--- src/rtl/temporizador.sv ---
// BCD mm:ss countdown timer driven by a TICK_DIV prescaler; optional "+30 s"
// strobe enabled by defining TEMPORIZADOR_MAIS30_EN.
module temporizador #(
  parameter int TICK_DIV = 100
) (
  input  logic       clk,
  input  logic       rst,
  input  logic       ligar,
  input  logic       clrn,
  input  logic       load,
  input  logic [3:0] digito,
`ifdef TEMPORIZADOR_MAIS30_EN
  input  logic       mais30,
`endif
  output logic [3:0] min_dez,
  output logic [3:0] min_uni,
  output logic [3:0] seg_dez,
  output logic [3:0] seg_uni,
  output logic       zero,
  output logic       fim
);

  localparam int PW = $clog2(TICK_DIV);

  logic [PW-1:0] presc, presc_n;
  logic [3:0] md_n, mu_n, sd_n, su_n;
  logic [3:0] dmd, dmu, dsd, dsu;
  logic       b1, b2, b3;
  logic       run, tick, entry, fim_n;

  assign zero  = (min_dez == 4'd0) && (min_uni == 4'd0) &&
                 (seg_dez == 4'd0) && (seg_uni == 4'd0);
  assign run   = ligar && !zero;
  assign tick  = run && (presc == PW'(TICK_DIV - 1));
  assign entry = load && !ligar && (digito <= 4'd9);

  // Borrow-chain decrement; only used when the time is nonzero.
  always_comb begin
    b1  = (seg_uni == 4'd0);
    dsu = b1 ? 4'd9 : seg_uni - 4'd1;
    b2  = b1 && (seg_dez == 4'd0);
    dsd = b1 ? (b2 ? 4'd5 : seg_dez - 4'd1) : seg_dez;
    b3  = b2 && (min_uni == 4'd0);
    dmu = b2 ? (b3 ? 4'd9 : min_uni - 4'd1) : min_uni;
    dmd = b3 ? min_dez - 4'd1 : min_dez;
  end

`ifdef TEMPORIZADOR_MAIS30_EN
  logic [3:0] amd, amu, asd;
  logic [4:0] s3, m1, d1;
  logic [1:0] c1;
  logic       c2, sat;

  // Seconds tens may hold a keyed 6..9, so the +3 can carry one or two minutes.
  always_comb begin
    s3 = {1'b0, seg_dez} + 5'd3;
    if (s3 >= 5'd12) begin
      asd = 4'(s3 - 5'd12);
      c1  = 2'd2;
    end else if (s3 >= 5'd6) begin
      asd = 4'(s3 - 5'd6);
      c1  = 2'd1;
    end else begin
      asd = s3[3:0];
      c1  = 2'd0;
    end
    m1  = {1'b0, min_uni} + {3'd0, c1};
    c2  = (m1 >= 5'd10);
    amu = c2 ? 4'(m1 - 5'd10) : m1[3:0];
    d1  = {1'b0, min_dez} + {4'd0, c2};
    sat = (d1 >= 5'd10);
    amd = d1[3:0];
  end
`endif

  always_comb begin
    md_n  = min_dez;
    mu_n  = min_uni;
    sd_n  = seg_dez;
    su_n  = seg_uni;
    fim_n = 1'b0;
    if (!clrn) begin
      md_n = 4'd0;
      mu_n = 4'd0;
      sd_n = 4'd0;
      su_n = 4'd0;
    end else if (entry) begin
      md_n = min_uni;
      mu_n = seg_dez;
      sd_n = seg_uni;
      su_n = digito;
`ifdef TEMPORIZADOR_MAIS30_EN
    end else if (mais30) begin
      if (sat) begin
        md_n = 4'd9;
        mu_n = 4'd9;
        sd_n = 4'd5;
        su_n = 4'd9;
      end else begin
        md_n = amd;
        mu_n = amu;
        sd_n = asd;
        su_n = seg_uni;
      end
`endif
    end else if (tick) begin
      md_n  = dmd;
      mu_n  = dmu;
      sd_n  = dsd;
      su_n  = dsu;
      fim_n = (dmd == 4'd0) && (dmu == 4'd0) && (dsd == 4'd0) && (dsu == 4'd0);
    end
  end

  // A pause or an empty display restarts a full second.
  always_comb begin
    if (!clrn || !run || tick) presc_n = '0;
    else                       presc_n = presc + PW'(1);
  end

  always_ff @(posedge clk or posedge rst) begin
    if (rst) begin
      min_dez <= 4'd0;
      min_uni <= 4'd0;
      seg_dez <= 4'd0;
      seg_uni <= 4'd0;
      presc   <= '0;
      fim     <= 1'b0;
    end else begin
      min_dez <= md_n;
      min_uni <= mu_n;
      seg_dez <= sd_n;
      seg_uni <= su_n;
      presc   <= presc_n;
      fim     <= fim_n;
    end
  end

endmodule

--- config.mk ---
export PLATFORM = sky130hd
export DESIGN_NAME = temporizador
export DESIGN_NICKNAME = d
export VERILOG_FILES = /design/src/rtl/temporizador.sv
export SDC_FILE = /design/constraint.sdc
export NUM_CORES = 1
export LEC_CHECK = 0
export CAP_MARGIN = 0
export CORE_MARGIN = 2
export CORE_UTILIZATION = 42
export DETAILED_ROUTE_END_ITERATION = 16
export GPL_TIMING_DRIVEN = 0
export PLACE_DENSITY = 0.68
export SYNTH_ARGS = -nofsm -noshare
export SYNTH_HDL_FRONTEND = slang
export SYNTH_SLANG_ARGS = --single-unit
--- constraint.sdc ---
create_clock -name clk -period 2.3 [get_ports clk]
set_clock_uncertainty 0.15 [all_clocks]
set_input_delay 0.46 -clock clk [delete_from_list [all_inputs] [get_ports clk]]
set_output_delay 0.46 -clock clk [all_outputs]
set_load 0.005 [all_outputs]
Yosys cells after proc, flatten, opt, wreduce, memory -nomap -nowiden
Index checks and enable logic that the tools add are counted.
- flip-flop bits (word level): 24
- equal/unequal tests: 2
- mux-type cells: 22
- reductions and logical operators: 26
- magnitude comparators: 1
- add/subtract/negate cells: 5
- operator list (kind ; count):
    two-way mux 4 bit ; 18
    zero test 4 bit ; 8
    subtractor 4 x 1 -> 4 bit, second input constant ; 4
    logical AND 1 bit ; 12
    adder 7 x 1 -> 7 bit, second input constant ; 1
    equality test 7 bit, second input constant ; 1
    two-way mux 7 bit ; 1
    <= comparator 4 bit, second input constant ; 1
    zero test 1 bit ; 4
    two-way mux 1 bit ; 3
    inequality test 3 x 1 -> 1 bit, second input constant ; 1
    logical OR 1 bit ; 2

Longest topological paths before layout
Gate-level depths: netlist of run 1.
- depth after elaboration: 12
- depth in mapped cells: 8

Worst setup path before layout of run 1
No wires, ideal clock.
- kind: reg2reg
- from: register seg_dez[0]
- to: register min_uni[2]
- required time: 2.068 ns
- data arrival time: 2.104 ns
- setup time: 0.082 ns
- buffers on the path: 1
- cell stages (with the launch flop): 9
- setup slack: -0.036 ns
- cells stage by stage: dfrtp_1 -> inv_1 -> ha_1 -> or3b_2 -> clkbuf_1 -> nor2_1 -> nand2_1 -> or4_1 -> a31oi_1
- longest elaborated chain between the ends: 8
- ends and longest elaborated chain (element ; RTL line ; source):
    from (decl) ; 17 ; output logic [3:0] seg_dez,
    from (signal assigned) ; 132 ; seg_dez <= sd_n;
    zero test 4 bit * ; 32, 41 ;
    logical AND 1 bit ; 41 ; b2 = b1 && (seg_dez == 4'd0);
    logical AND 1 bit ; 43 ; b3 = b2 && (min_uni == 4'd0);
    two-way mux 4 bit (2 in series) ; 44 ; dmu = b2 ? (b3 ? 4'd9 : min_uni - 4'd1) : min_uni;
    two-way mux 4 bit ; 106 ; end else if (tick) begin
    two-way mux 4 bit ; 87 ; end else if (entry) begin
    two-way mux 4 bit ; 82 ; if (!clrn) begin
    to (signal assigned) ; 131 ; min_uni <= mu_n;
    to (decl) ; 16 ; output logic [3:0] min_uni,
Every way passes the cells marked *; elsewhere a longest branch is shown, timed or not. The select of a mux whose other input is x is not followed.
A chain may end at the register's enable or synchronous reset.

Final worst setup path of run 1
- from: register min_dez[1]
- to: output port zero
- longest elaborated chain between the ends: 4
- ends and longest elaborated chain (element ; RTL line ; source):
    from (decl) ; 15 ; output logic [3:0] min_dez,
    from (signal assigned) ; 130 ; min_dez <= md_n;
    zero test 4 bit ; 31 ; assign zero = (min_dez == 4'd0) && (min_uni == 4'd0) &&
    logical AND 1 bit (2 in series) ; 31 ;
    logical AND 1 bit ; 32 ; (seg_dez == 4'd0) && (seg_uni == 4'd0);
    to (decl) ; 19 ; output logic zero,
Every way passes these cells.

==> results.ini, run 1 <==
[outcome]
run_status=complete, but fails checks
failed_checks=setup timing

[power_and_ir_drop]
totalPowerFinal_w=0.00115
switching_share_pct=32.6
seqPwrFrac_pct=40.0
p_clk_share_pct=26.2
power-per-cell-area_nw_per_um2=496
internal_power_w=0.000776
peakVddDrop_uv=344
combPwrFrac_pct=33.8
p_leak_nw=0.913
netSwitchingPower_w=0.000375

[worst_setup_path]
startpoint_type_of_the_worst_setup_path=register
worstPathRequired_ps=1690
timing_worst_setup_path_type=reg2out
critical_path_buf_inv_count=2
cell_family_with_the_largest_share_of_critical_path_delay=simple AND/OR/NAND/NOR gates
worst_setup_path_end_kind=output port
timing.critical_path.cells=inv_2 -> ha_4 -> or3b_4 -> nor4_4 -> buf_2
timing.critical_path.slowest_stage_cell=sky130_fd_sc_hd__dfrtp_1
max_stage_delay_ps=430
timing.critical_path.fanout_max=4
critical_path_arrival_ps=1850

[grt]
antenna_found_initial=0
grtUsageTotal_pct=23.1
grt_start_max_net_pins=25
groute.layer.met1.usage_pct=32.1
grt_use_met3_pct=4.09
busiest_layer=met2
met2_usage_pct=36.4
grt_pass1_wl_um=7760
via_count_of_the_first_global_routing_pass=1560
globalRouteOverflowTotal=0

[timing]
whs_ps=315
max_slew_margin_pct=36.3
grt_setup_unrepaired=true
setup_viol=7
final-hold-violation-count=0
fmax_ghz=0.406
period_needed_ps=2460
tightest_slew_ps=955
maxSlewViolCount=0
timing.final.crit_share_pct=107
post-route-worst-setup-slack_ps=-161

[synthesis]
post_synth_main_area_contributors=sky130_fd_sc_hd__dfrtp_1 37%, sky130_fd_sc_hd__nor2_1 5.1%, sky130_fd_sc_hd__ha_1 4.6%
ys.warnings.count=0
netlist_instances=189
syn-mean-instance-area_sq_um=8.55
netlist-cell-type-count=45
synth.ff_latch_count=24
synthesis.nets=204
synth-edff-count=0
synth_area_sq_um=1620
yosysTopAreaCellShare_pct=37.2
yosys.area.top_type=sky130_fd_sc_hd__dfrtp_1
yosys_most_used_dff=sky130_fd_sc_hd__dfrtp_1
yosysSeqAreaShare_pct=37.2
async_reset_ff_share_pct=100

[place]
finalWeightedCongestion=0.899
pre_cts_ws_ps=-750
placed_cells=262
detailed_place_hpwl_um=2950
port_buffers=25

[floorplanning]
placeableCoreArea_sq_um=3690
floorplan.die_area_sq_um=4360
io-pin-count=27
start_util_pct=43.8
dieHeight_um=66.0
rows=22
die_width_um=66.0

[drt]
avgViaCountPerCell=6.07
first_pass_iters=4
wirelength_routed_um=5030
wl_per_cell_um=17.8
num_vias=1718
route.detailed.drc=0
first_iter_violations=145
ant_nets=0

[cts]
cts_tree=done
maximum_buffer_depth_of_the_clock_tree=2
cts.hold.buffers_added=0
ctsHtreeMaxLevel=1
tritoncts_sink_count=24
inserted_clock_buffers=3
cts.reportedPaths.clkPinSlew_ps=90
clkLatencyLatePin_ps=270
cts-root-buf=sky130_fd_sc_hd__clkbuf_8

[job]
cap_violations=0

[layout]
instances_no_fill=283
fillers=324
finish.net_count=251
insertedDiodeCount=0
post_route_cells_drive_above_1_share_pct=30.2
area.growth.synth_to_final_pct=43.7
area.sequential_sq_um=607
final_util_pct=63.0
multi_input_area_sq_um=1100

[hold_path]
hold_path.class=reg2reg

cell type report:
cell class,count,share of cell area [%]
multi-input cells,142,47.5
flip-flops and latches,24,26.1
repair buffers,48,18.6
well taps,48,2.59
clock buffers,4,2.37
inverters,12,1.94
plain buffers,5,0.862
stage by stage:
stage	TNS (ps)	area [sq um]
after floorplan	-34.8	1620
after global placement	-5520	1930
after detailed placement	-5180	1930
after CTS	-392	2150
after global routing	-1470	2320
final	-433	2320
flip-flops by register name, summed over array words and instances (netlist names):
| signal | count |
|---|---|
| presc | 7 |
| min_dez | 4 |
| min_uni | 4 |
| seg_dez | 4 |
| seg_uni | 4 |
| fim | 1 |
cells by family (layout without fill, tap and decap cells):
family | count (synthesis) | count (layout) | share of synthesized area, %
AO/OA/AOI/OAI | 45 | 45 | 18.3
buffers and inverters | 23 | 69 | 6.35
adder cells (fa/ha/maj) | 6 | 6 | 4.64
multiplexers | 3 | 3 | 1.93
flip-flops | 24 | 24 | 37.2
XOR/XNOR | 8 | 8 | 4.33
AND/OR/NAND/NOR | 80 | 80 | 27.3
Yosys cell counts (3+ instances only):
cell type,count
sky130_fd_sc_hd__xor2_1,3
sky130_fd_sc_hd__o21ai_0,14
sky130_fd_sc_hd__inv_1,12
sky130_fd_sc_hd__clkbuf_1,8
sky130_fd_sc_hd__nor3_1,8
sky130_fd_sc_hd__nand3_1,8
sky130_fd_sc_hd__a31oi_1,4
sky130_fd_sc_hd__nor2_1,22
sky130_fd_sc_hd__ha_1,6
sky130_fd_sc_hd__dfrtp_1,24
sky130_fd_sc_hd__o221ai_1,3
sky130_fd_sc_hd__or3b_2,4
sky130_fd_sc_hd__xnor2_1,5
sky130_fd_sc_hd__nand2_1,13
sky130_fd_sc_hd__nor4_1,5
sky130_fd_sc_hd__a21oi_1,8
per-layer routing:
| metal | up-vias | wire (um) |
|---|---|---|
| met5 | - | 0 |
| met4 | 0 | 90 |
| met3 | 13 | 325 |
| met2 | 87 | 2460 |
| met1 | 839 | 2160 |
| li1 | 779 | - |
worst paths after layout:
| path | startpoint | depth (start not counted) | end | slack [ps] |
|---|---|---|---|---|
| worst max register to register | min_uni[1] | 9 | min_dez[1] | -70 |
| worst min register to register | presc[0] | 1 | presc[0] | 320 |
| max in group asynchronous | rst | 2 | min_dez[0] | 810 |
| worst min-delay path | presc[0] | 1 | presc[0] | 320 |
| min in group asynchronous | rst | 2 | seg_uni[3] | 550 |
| worst max-delay path | min_dez[1] | 5 | zero | -160 |
power groups by stage:
| stage | clock network [W] | logic (W) | registers, W |
|---|---|---|---|
| floorplan | 0 | 0.000179 | 0.000460 |
| global placement | 0 | 0.000267 | 0.000463 |
| detailed placement | 0 | 0.000267 | 0.000463 |
| CTS | 0.000301 | 0.000322 | 0.000454 |
| global route | 0.000321 | 0.000419 | 0.000463 |
| finish | 0.000302 | 0.000389 | 0.000461 |
what timing repair did:
action / in CTS / in global routing
setup buffers: 15 / 8
cloned: 0 / 0
setup endpoints to repair: 25 / 18
pin swaps: 7 / 16
gates resized for setup: 25 / 34
cells in the final DEF (no fill, tap or decap), drive strengths merged, types with 2 or more instances in the layout:
cell and instances:
a211oi 2, a21oi 8, a31oi 4, and3 2
buf 24, clkbuf 9, clkdlybuf4s50 24, dfrtp 24
ha 6, inv 12, mux2i 2, nand2 13
nand3 8, nand3b 2, nand4 2, nor2 22
nor3 9, nor3b 2, nor4 6, nor4b 2
o21ai 16, o221a 2, o221ai 3, o32ai 2
or3 2, or3b 4, or4 3, xnor2 5
xor2 3
(Power assumes the default switching activity.)
==> inputs of run 2 (changes only) <==
CTS_CLUSTER_DIAMETER = 30   (was not set)
GPL_ROUTABILITY_DRIVEN = 0   (was not set)
PLACE_DENSITY = 0.77   (was 0.68)
==> run 2 against run 1 <==
  * The run still ends with setup timing left
  * Critical path depth did not move
  * Sequential power about the same
  * Count of clock-buffer cells in the layout shrank 1
  * Clock power grew 28%
  * Core utilization up 0.41 points
  * Critical path type unchanged
  * Highest routed layer unchanged
==> results.ini, run 2 (synthesis results as in run 1) <==
[floorplanning]
io-pin-count=27
die_width_um=66.0
placeableCoreArea_sq_um=3690
dieHeight_um=66.0
floorplan.die_area_sq_um=4360
start_util_pct=43.8
rows=22

[worst_setup_path]
cell_family_with_the_largest_share_of_critical_path_delay=simple AND/OR/NAND/NOR gates
critical_path_buf_inv_count=3
timing_worst_setup_path_type=reg2out
timing.critical_path.cells=buf_6 -> or4_4 -> buf_6 -> nor4_4 -> buf_2
critical_register_to_register_path_startpoint=seg_dez[0]
worst-r2r-cell-count=10
reg2reg_slack_ps=-190
startpoint_type_of_the_worst_setup_path=register
timing.critical_path.fanout_max=5
timing.critical_path.slowest_stage_cell=sky130_fd_sc_hd__or4_4
max_stage_delay_ps=560
reg2reg_to=fim
worst_setup_path_end_kind=output port
worst_path_most_repeated_cell=sky130_fd_sc_hd__buf_6
critical_path_arrival_ps=1900
worstPathRequired_ps=1690

[grt]
grt_start_max_net_pins=25
grtUsageTotal_pct=24.5
via_count_of_the_first_global_routing_pass=1750
grt_pass1_wl_um=8320
globalRouteOverflowTotal=0
antenna_found_initial=0

[outcome]
failed_checks=setup timing
run_status=complete, but fails checks

[cts]
ctsHtreeMaxLevel=1
cts-root-buf=sky130_fd_sc_hd__clkbuf_8
maximum_buffer_depth_of_the_clock_tree=2
cts_tree=done
tritoncts_sink_count=24
clkLatencyLatePin_ps=280
inserted_clock_buffers=3
cts.reportedPaths.clkPinSlew_ps=100
cts.hold.buffers_added=0

[drt]
first_iter_violations=366
first_pass_iters=5
wl_per_cell_um=19.2
ant_nets=0
route.detailed.drc=0
avgViaCountPerCell=6.31
num_vias=1818
wirelength_routed_um=5530

[layout]
finish.net_count=256
layout_commonest_cell=sky130_fd_sc_hd__clkdlybuf4s50_1
insertedDiodeCount=0
regMostFlops=presc
final_util_pct=63.4
final_area_sq_um=2340
largest_register_ff_count=7
final_cell_mix=24 x sky130_fd_sc_hd__clkdlybuf4s50_1, 22 x sky130_fd_sc_hd__buf_4, 20 x sky130_fd_sc_hd__nor2_1, 20 x sky130_fd_sc_hd__dfrtp_1, 13 x sky130_fd_sc_hd__nand2_1
area.growth.synth_to_final_pct=44.6
post_route_cells_drive_above_1_share_pct=28.7

[timing]
accumulated_negative_setup_slack_ps=-1380
tightest_slew_ps=951
grt_setup_unrepaired=true
fmax_ghz=0.399
period_needed_ps=2510
setup_viol=13
maxSlewViolCount=0
max_slew_margin_pct=36.6
timing.final.crit_share_pct=109
final-hold-violation-count=0
post-route-worst-setup-slack_ps=-208

[hold_path]
timing.hold.worst_path_depth=1
worst_hold_startpoint=presc[0]
hold_path.class=reg2reg
worst_hold_path.endpoint=presc[0]

[power_and_ir_drop]
combPwrFrac_pct=32.4
switching_share_pct=31.1
p_clk_share_pct=30.9
netSwitchingPower_w=0.000390
seqPwrFrac_pct=36.7
peakVddDrop_uv=230
p_leak_nw=0.930
internal_power_w=0.000864
power-per-cell-area_nw_per_um2=536

[place]
pre_cts_ws_ps=-756
detailed_place_hpwl_um=3050
dpl_cell_area_sq_um=1930
port_buffers=25

[job]
cap_violations=0

run 2: how the worst max path moves through the flow:
stage                from          to  slack (ps)  depth (start not counted)
4_1_cts        min_dez[0]        zero        -110                          5
6_report       seg_uni[0]        zero        -210                          5
3_5_place_dp   seg_dez[0]        zero        -760                          6
2_1_floorplan  seg_dez[0]  min_uni[2]         -30                          8
5_1_grt        seg_uni[0]  min_uni[1]        -310                          7
3_3_place_gp   seg_dez[0]        zero        -740                          6
run 2: layout make-up:
type / instances / area, sq um
Inverter: 12 / 45.0
Fill cell: 291 / 1350
Tap cell: 48 / 60.1
Clock inverter: 1 / 30.0
Timing Repair Buffer: 51 / 455
Sequential cell: 24 / 606
Buffer: 7 / 35.0
Clock buffer: 3 / 41.3
Multi-Input combinational cell: 142 / 1060
run 2: through the flow:
stage	hold slack [ps]	instances	power, W
4_1_cts	314	279	0.00118
2_1_floorplan	275	189	0.000639
6_report	311	288	0.00125
3_3_place_gp	297	262	0.000726
3_5_place_dp	300	262	0.000731
5_1_grt	350	288	0.00129
run 2: power by group through the flow:
stage               Clock, W  Sequential (W)  Combinational (W)
finish              0.000387        0.000460           0.000406
global route        0.000400        0.000463           0.000430
CTS                 0.000383        0.000458           0.000336
detailed placement         0        0.000463           0.000268
global placement           0        0.000462           0.000264
floorplan                  0        0.000460           0.000179
run 2: metal layers:
| layer | track usage, % | up-vias | routed length, um | share of wire (%) |
|---|---|---|---|---|
| met3 | 3.75 | 31 | 505 | 9.1 |
| met2 | 42.7 | 126 | 2690 | 49 |
| met5 | 0 | - | 0 | 0 |
| li1 | - | 797 | - | - |
| met4 | 9.95 | 0 | 248 | 4.5 |
| met1 | 30.1 | 864 | 2080 | 38 |
run 2: timing repair:
item | 4_1_cts | 5_1_grt
buffers inserted | 17 | 9
gates resized for setup | 33 | 16
pin swaps | 11 | 18
setup endpoints to repair | 25 | 18
